`src/rtl/pid_wall_controller.sv`:
```
// pid_wall_controller: one PID update per accepted distance sample, shared multiplier.
// Latency: out_valid is registered on the 5th clock edge after the edge that accepts sample_valid.
// Backpressure: none; sample_valid arriving while busy (including the SUM cycle) is dropped.
//
// Ports:
//   clk, reset        clock, asynchronous active-high reset
//   enable            run control; low aborts any update, clears history, forces out to 0
//   sample_valid      one-cycle strobe qualifying sample/setpoint/kp/ki/kd
//   sample, setpoint  signed 16-bit measurement and target
//   kp, ki, kd        unsigned gains with FRAC fractional bits
//   out, out_valid    signed saturated command and its one-cycle update strobe
//   busy              high while an update is in flight
//
// Optional feature macro: PID_ANTI_WINDUP_EN (conditional integration while output is saturated).
module pid_wall_controller #(
  parameter int FRAC    = 8,
  parameter int I_LIMIT = 1048576,
  parameter int OUT_MAX = 1000
) (
  input  logic        clk,
  input  logic        reset,
  input  logic        enable,
  input  logic        sample_valid,
  input  logic [15:0] sample,
  input  logic [15:0] setpoint,
  input  logic [15:0] kp,
  input  logic [15:0] ki,
  input  logic [15:0] kd,
  output logic [15:0] out,
  output logic        out_valid,
  output logic        busy
);

  localparam int AW = 52;  // accumulator width for P + I + D
  localparam int IW = 32;  // integrator width
  localparam int MW = 49;  // multiplier operand/product width (17-bit gain x 32-bit data)

  localparam logic signed [IW-1:0] ILIM   = IW'(I_LIMIT);
  localparam logic signed [AW-1:0] SMAX   = AW'(OUT_MAX);
  localparam logic        [15:0]   OMAX16 = 16'(OUT_MAX);
  localparam logic        [15:0]   OMIN16 = 16'(-OUT_MAX);

  typedef enum logic [2:0] {
    IDLE,
    ERR,
    PMUL,
    IMUL,
    DMUL,
    SUM
  } state_t;

  state_t                 state;
  logic signed [15:0]     smp_r;
  logic signed [15:0]     sp_r;
  logic        [15:0]     kp_r;
  logic        [15:0]     ki_r;
  logic        [15:0]     kd_r;
  logic signed [16:0]     err;
  logic signed [17:0]     d_in;
  logic signed [IW-1:0]   integ;
  logic signed [16:0]     prev_err;
  logic                   first;
  logic signed [AW-1:0]   acc;

  // Error, derivative input and next integrator value, all from the latched sample.
  logic signed [16:0]     err_c;
  logic signed [17:0]     d_c;
  logic signed [IW-1:0]   integ_sum;
  logic signed [IW-1:0]   integ_c;
  logic                   hold_integ;

  assign err_c     = {sp_r[15], sp_r} - {smp_r[15], smp_r};
  assign d_c       = first ? 18'sd0 : ({err_c[16], err_c} - {prev_err[16], prev_err});
  assign integ_sum = integ + {{(IW-17){err_c[16]}}, err_c};

  always_comb begin
    integ_c = integ_sum;
    if (integ_sum > ILIM) begin
      integ_c = ILIM;
    end else if (integ_sum < -ILIM) begin
      integ_c = -ILIM;
    end
  end

`ifdef PID_ANTI_WINDUP_EN
  // Stop integrating further into a rail the output is already pinned against.
  assign hold_integ = ((out == OMAX16) && !err_c[16] && (err_c != 17'sd0)) ||
                      ((out == OMIN16) && err_c[16]);
`else
  assign hold_integ = 1'b0;
`endif

  // Shared multiplier: gain is zero-extended, data operand is sign-extended.
  logic signed [MW-1:0] mul_a;
  logic signed [MW-1:0] mul_b;
  logic signed [MW-1:0] prod;
  logic signed [AW-1:0] prod_ext;
  logic signed [AW-1:0] term;

  always_comb begin
    mul_a = '0;
    mul_b = '0;
    case (state)
      PMUL: begin
        mul_a = {{(MW-16){1'b0}}, kp_r};
        mul_b = {{(MW-17){err[16]}}, err};
      end
      IMUL: begin
        mul_a = {{(MW-16){1'b0}}, ki_r};
        mul_b = {{(MW-IW){integ[IW-1]}}, integ};
      end
      DMUL: begin
        mul_a = {{(MW-16){1'b0}}, kd_r};
        mul_b = {{(MW-18){d_in[17]}}, d_in};
      end
      default: ;
    endcase
  end

  // Product magnitude stays below 2^47, so the 49-bit signed product is exact.
  assign prod     = mul_a * mul_b;
  assign prod_ext = {{(AW-MW){prod[MW-1]}}, prod};
  assign term     = prod_ext >>> FRAC;

  logic [15:0] sat_c;

  always_comb begin
    sat_c = acc[15:0];
    if (acc > SMAX) begin
      sat_c = OMAX16;
    end else if (acc < -SMAX) begin
      sat_c = OMIN16;
    end
  end

  always_ff @(posedge clk or posedge reset) begin
    if (reset) begin
      state     <= IDLE;
      smp_r     <= '0;
      sp_r      <= '0;
      kp_r      <= '0;
      ki_r      <= '0;
      kd_r      <= '0;
      err       <= '0;
      d_in      <= '0;
      integ     <= '0;
      prev_err  <= '0;
      first     <= 1'b1;
      acc       <= '0;
      out       <= '0;
      out_valid <= 1'b0;
      busy      <= 1'b0;
    end else if (!enable) begin
      // Abort takes priority over every state, including a completing SUM.
      state     <= IDLE;
      integ     <= '0;
      prev_err  <= '0;
      first     <= 1'b1;
      out       <= '0;
      out_valid <= 1'b0;
      busy      <= 1'b0;
    end else begin
      out_valid <= 1'b0;
      case (state)
        IDLE: begin
          if (sample_valid) begin
            smp_r <= sample;
            sp_r  <= setpoint;
            kp_r  <= kp;
            ki_r  <= ki;
            kd_r  <= kd;
            busy  <= 1'b1;
            state <= ERR;
          end
        end
        ERR: begin
          err  <= err_c;
          d_in <= d_c;
          if (!hold_integ) begin
            integ <= integ_c;
          end
          state <= PMUL;
        end
        PMUL: begin
          acc   <= term;
          state <= IMUL;
        end
        IMUL: begin
          acc   <= acc + term;
          state <= DMUL;
        end
        DMUL: begin
          acc   <= acc + term;
          state <= SUM;
        end
        SUM: begin
          out       <= sat_c;
          out_valid <= 1'b1;
          prev_err  <= err;
          first     <= 1'b0;
          busy      <= 1'b0;
          state     <= IDLE;
        end
        default: state <= IDLE;
      endcase
    end
  end

endmodule

```
`config.mk`:
```
export PLATFORM = sky130hd
export DESIGN_NAME = pid_wall_controller
export DESIGN_NICKNAME = d
export VERILOG_FILES = /design/src/rtl/pid_wall_controller.sv
export SDC_FILE = /design/constraint.sdc
export NUM_CORES = 2
export LEC_CHECK = 0
export CAP_MARGIN = 20
export CORE_ASPECT_RATIO = 0.75
export CORE_UTILIZATION = 25
export DETAILED_ROUTE_END_ITERATION = 16
export GPL_TIMING_DRIVEN = 0
export SETUP_SLACK_MARGIN = 0.4
export SKIP_CTS_REPAIR_TIMING = 1
export SYNTH_ARGS = -nofsm -noshare
export SYNTH_HDL_FRONTEND = slang
export SYNTH_SLANG_ARGS = --single-unit
export TNS_END_PERCENT = 5
```
`constraint.sdc`:
```
create_clock -name clk -period 11.85 [get_ports clk]
set_input_delay 2.37 -clock clk [delete_from_list [all_inputs] [get_ports clk]]
set_output_delay 2.37 -clock clk [all_outputs]
set_load 0.1 [all_outputs]
```
Word-level counts from Yosys, hierarchy flattened
Index checks and enable logic that the tools add are counted.
Storage, ports and cells
  output and inout bits: 18
  bits in read-only memories: 0
  memories: 0
  latch bits: 0
  bits in registers: 238
  bits in writable memories: 0
  logic and storage cells: 64
  input port bits: 84
Cells by class
  add/sub/neg operators: 4
  muxes and demuxes: 24
  equality and inequality tests: 9
  shift-type cells: 0
  $mul: 1
  bitwise operators: 0
  reduce and logical (&&, ||, !) cells: 7
  div/mod/pow operators: 0
  order comparisons: 4
Operator list (count)
  49-bit case mux with 3 select lines: 1
  32-bit 2-to-1 mux: 4
  52-bit case mux with 2 select lines: 1
  16-bit 2-to-1 mux: 4
  52-bit by 41-bit adder with 52-bit output: 1
  52-bit by 11-bit > comparator with 1-bit output, second input constant: 1
  52-bit by 11-bit less-than comparator with 1-bit output, second input constant: 1
  17-bit by 49-bit multiplier with 49-bit output: 1
  16-bit case mux with 3 select lines: 1
  17-bit 2-to-1 mux: 2
  32-bit adder: 1
  32-bit by 22-bit > comparator with 1-bit output, second input constant: 1
  32-bit by 21-bit less-than comparator with 1-bit output, second input constant: 1
  18-bit 2-to-1 mux: 1
  17-bit by 17-bit subtractor with 18-bit output: 1
  16-bit by 16-bit subtractor with 17-bit output: 1
  3-bit case mux with 5 select lines: 1
  3-bit by 2-bit == test with 1-bit output, second input constant: 2
  3-bit == test, second input constant: 2
  1-bit 2-to-1 mux: 6
  3-bit 2-to-1 mux: 2
  2-bit AND reduction: 3
  2-bit by 1-bit inequality test with 1-bit output, second input constant: 2
  3-bit by 1-bit == test with 1-bit output, second input constant: 1
  7 further kinds: 7

Longest topological paths before layout
  word-level depth: 7
  gate-level depth with buffers: 43
  mapped depth without buffers: 39

Worst setup path before layout
OpenSTA, ideal clock, no wires.
  path type: reg-to-reg
  from: register state[0]
  to: register acc[46]
  path buffers: 3
  path slack: 1609 ps
  period minus slack after synthesis: 10241 ps
  setup time: 132 ps
  arrival: 10109 ps
  required time: 11718 ps
  cell stages (with the launch flop): 39
  cell sequence: dfrtp_1 > clkbuf_1 > clkbuf_1 > clkbuf_1 > mux2i_1 > o21a_1 > nor2_1 > fa_1 > inv_1 > fa_1 > fa_1 > inv_1 > fa_1 > fa_1 > inv_1 > fa_1 > inv_1 > ha_1 > [... 3 more ...] > o211ai_1 > a31oi_1 > nor2b_1 > o21a_1 > nor2_1 > xnor2_1 > ha_1 > a21oi_1 > o21ai_1 > a221oi_1 > o211ai_1 > o31ai_1 > o31ai_1 > a221oi_1 > nor4_1 > or4_1 > a31oi_1 > o21ai_1
On the way
  cells in the longest elaborated chain, start to end: 5
  elaborated cells on any way between the ends: 11
  classes of those cells: add/sub: 1; mul: 1; eq/ne: 3; mux: 3; reduce/logical: 3
Ends and longest elaborated chain
  start: declaration: RTL line 52  | state_t state;
  start signal: assignment: RTL line 138  | state <= IDLE;
  start signal: assignment: RTL line 155  | state <= IDLE;
  start signal: assignment: RTL line 173  | state <= ERR;
  3-bit == test or 3-bit by 2-bit == test with 1-bit output (tied branches): RTL line 103, 164
  16-bit case mux with 3 select lines or 49-bit case mux with 3 select lines (tied branches): RTL line 103  | case (state)
  17-bit by 49-bit multiplier with 49-bit output: RTL line 121  | assign prod = mul_a * mul_b;
  52-bit by 41-bit adder with 52-bit output: RTL line 189, 193
  52-bit case mux with 2 select lines: RTL line 164  | case (state)
  end signal: assignment: RTL line 185  | acc <= term;
  end signal: assignment: RTL line 189  | acc <= acc + term;
  end signal: assignment: RTL line 193  | acc <= acc + term;
  end: declaration: RTL line 63  | logic signed [AW-1:0] acc;
Several ways; a longest one is shown, not always the timed one.
A chain may end at the register's enable or synchronous reset.

Worst setup path in the final report
  from: register state[0]
  to: register acc[51]
The elaborated chain is that of the path after synthesis.

==> impl_metrics.py <==
metrics = {
    "status": {
        "status": "finished, final reports clean",
    },
    "global_route": {
        "grt_max_degree": 111,
        "antenna_found_initial": 0,
        "grt_first_pass_wirelength_um": 162000,
        "overflow": 0,
        "grt_pass1_vias": 27900,
        "grt_usage_pct": 15.1,
    },
    "job": {
        "maxCapViolCount": 0,
    },
    "sta": {
        "timing.final.crit_share_pct": 93.6,
        "slew_violations": 0,
        "finalSetupViolCount": 0,
        "max_slew_margin_pct": 22.8,
        "fin_crit_ns": 11.09,
        "worstMarginPinSlew_ns": 1.15,
        "hold_viol": 0,
        "worst_slack_ns": 0.763,
        "fmax_ghz": 0.0902,
        "rsz0062_at_grt": "no",
        "fin_skew_ns": 0.0179,
    },
    "cts": {
        "cts-root-buf": "clkbuf_16",
        "clk_pin_slew_ns": 0.06,
        "insertion_delay_ns": 0.63,
        "numCtsBuffers": 31,
        "htreeDepth": 1,
        "cts_tree": "done",
        "clkSinkCount": 238,
        "cts.path.max_buffers": 3,
    },
    "yosys": {
        "ys_seq_area_share_pct": 17.7,
        "ys_types": 79,
        "syn-num-nets": 4622,
        "avgSynthCellArea_um2": 8.81,
        "yosys_warnings": 0,
        "ys_seq_elements": 238,
        "synth_cells": 3811,
        "ys_async_sr_fraction_pct": 100,
        "synth_ff_type": "dfrtp_1",
        "synth-edff-count": 0,
        "synth_area_um2": 33600,
    },
    "setup_path": {
        "cp_max_fo": 10,
        "slowest_delay_ns": 0.54,
        "critPathArrivalTime_ns": 11.57,
        "path_common_cell": "fa_1",
        "startpoint_type": "flip-flop",
        "cp_slowest_cell": "fa_1",
        "crit_path_end_kind": "flip-flop",
        "critical_path_required_ns": 12.33,
        "path_class": "reg2reg",
    },
    "floorplan": {
        "start_util_pct": 25.2,
        "chipWidth_um": 425,
        "chipHeight_um": 319,
        "die_area_um2": 136000,
        "core_um2": 133000,
        "rows": 116,
        "boundaryPins": 102,
    },
    "routing": {
        "drt-vias-per-instance": 4.76,
        "ant_nets": 0,
        "dr.pass1.iters": 6,
        "wl_um": 102000,
        "wl_per_cell_um": 17.7,
        "drc_errors": 0,
        "vias": 27400,
        "dr.first_iter.drc_count": 2400,
    },
    "place": {
        "port_buffers": 100,
        "place_ws_ns": -2.00,
        "globalplace.congestion": 0.951,
        "post-dp-hpwl_um": 84000,
        "dp.cells": 5693,
    },
    "power": {
        "ir_drop_mv": 0.113,
        "p_leak_uw": 0.0185,
        "pwr_density_cell_nw_per_um2": 128,
    },
    "final_layout": {
        "layoutNonFillerInstCount": 5762,
        "drive_gt1_share_pct": 8.52,
        "fill_cells": 14100,
        "antenna_cells": 0,
        "area_growth_syn_to_layout_pct": 15.1,
        "nets": 4782,
    },
    "min_path": {
        "hold_path_class": "reg2reg",
    },
}
## area by class of cell
type / instances / area [µm²] / share of cell area [%]
Multi-Input combinational cell: 2784 / 25000 / 64.8
Sequential cell: 238 / 5960 / 15.4
Inverter: 652 / 2460 / 6.36
Tap cell: 1770 / 2210 / 5.73
Timing Repair Buffer: 127 / 1250 / 3.24
Clock buffer: 39 / 866 / 2.24
Buffer: 137 / 689 / 1.78
Clock inverter: 15 / 176 / 0.457
## stage by stage
stage	total power [µW]	setup TNS [ns]	util, %	hold WS [ns]	cell area [µm²]
global route	5340	0	29.0	0.496	38600
CTS	4890	-27.04	28.5	0.483	38000
global placement	3820	-226.12	27.6	0.468	36800
detailed placement	3860	-26.07	27.7	0.470	36900
finish	4940	0	29.0	0.477	38600
floorplan	3110	0	-	0.448	33600
## final timing paths
| path | start | endpoint | slack (ns) | depth (start not counted) |
|---|---|---|---|---|
| worst max register to register | state[0]$_DFFE_PP0P_ | acc[51]$_DFFE_PP0P_ | 0.76 | 39 |
| worst min register to register | out[14]$_DFFE_PP0N_ | out[14]$_DFFE_PP0N_ | 0.48 | 1 |
| worst max-delay path | state[0]$_DFFE_PP0P_ | acc[51]$_DFFE_PP0P_ | 0.76 | 39 |
| worst min-delay path | out[14]$_DFFE_PP0N_ | out[14]$_DFFE_PP0N_ | 0.48 | 1 |
| min in group asynchronous | reset | smp_r[0]$_DFFE_PP0P_ | 2.10 | 2 |
| max in group asynchronous | reset | acc[26]$_DFFE_PP0P_ | 8.27 | 4 |
## per-layer routing
metal  global-route usage (%)  vias up  wire length, µm
met5                        0        -                0
met4                     2.65        0             1660
met3                     3.29       88             9280
met2                     22.4      859            42700
met1                     22.5    13800            48300
li1                         -    12700                -
## cell families (layout without fill, tap and decap cells)
kind of cell	Yosys count	in the layout	share of synthesized area (%)
compound gates	712	712	13.9
xor+xnor	121	121	3.16
fa+ha+maj	727	727	38.1
buf+inv	789	970	8.87
flops	238	238	17.7
mux	128	128	4.15
simple gates	1096	1096	14.1
## report_power, final
part           internal [µW]  switching [µW]  total, µW
combinational           1050            1730       2790
sequential               988             176       1160
clock                    580             414        993
total                   2620            2320       4940
## Yosys cell counts, drive strengths merged (38+ instances only)
library cell,count,area (µm²)
a21o,93,698
a21oi,179,896
clkbuf,123,462
dfrtp,237,5930
fa,491,9830
ha,236,2950
inv,651,2440
mux2,90,1010
mux2i,38,380
nand2,505,1900
nand3,39,195
nor2,332,1250
o21a,49,368
o21ai,176,881
xnor2,81,709
xor2,40,350
## layout by cell type (no fill, tap or decap), drive strengths merged, types with 37 or more instances in the layout
| cell | instances |
|---|---|
| o21a | 49 |
| mux2 | 90 |
| dfrtp | 237 |
| nand2 | 505 |
| xor2 | 40 |
| clkdlybuf4s50 | 100 |
| nand3 | 39 |
| fa | 491 |
| ha | 236 |
| nor2 | 332 |
| mux2i | 38 |
| buf | 51 |
| nor3 | 37 |
| a21o | 93 |
| clkbuf | 151 |
| a21oi | 179 |
| inv | 652 |
| o21ai | 176 |
| xnor2 | 81 |
## worst max-delay path: cells and delay by family (launching register included)
family / cells / cell delay, ns
compound gates: 14 / 3.47
simple gates: 8 / 1.59
fa+ha+maj: 8 / 3.78
mux: 1 / 0.38
flops: 1 / 0.37
buf+inv: 8 / 1.31
## state kept, by name (all words and copies together), names as in the netlist, 3 cells and up
register and cells:
integ 32, prev_err 17, err 17, sp_r 16
smp_r 16, d_in 18, kp_r 16, ki_r 16
kd_r 16, acc 52, out 16, state 3
Power figures use the tool's default switching activity.
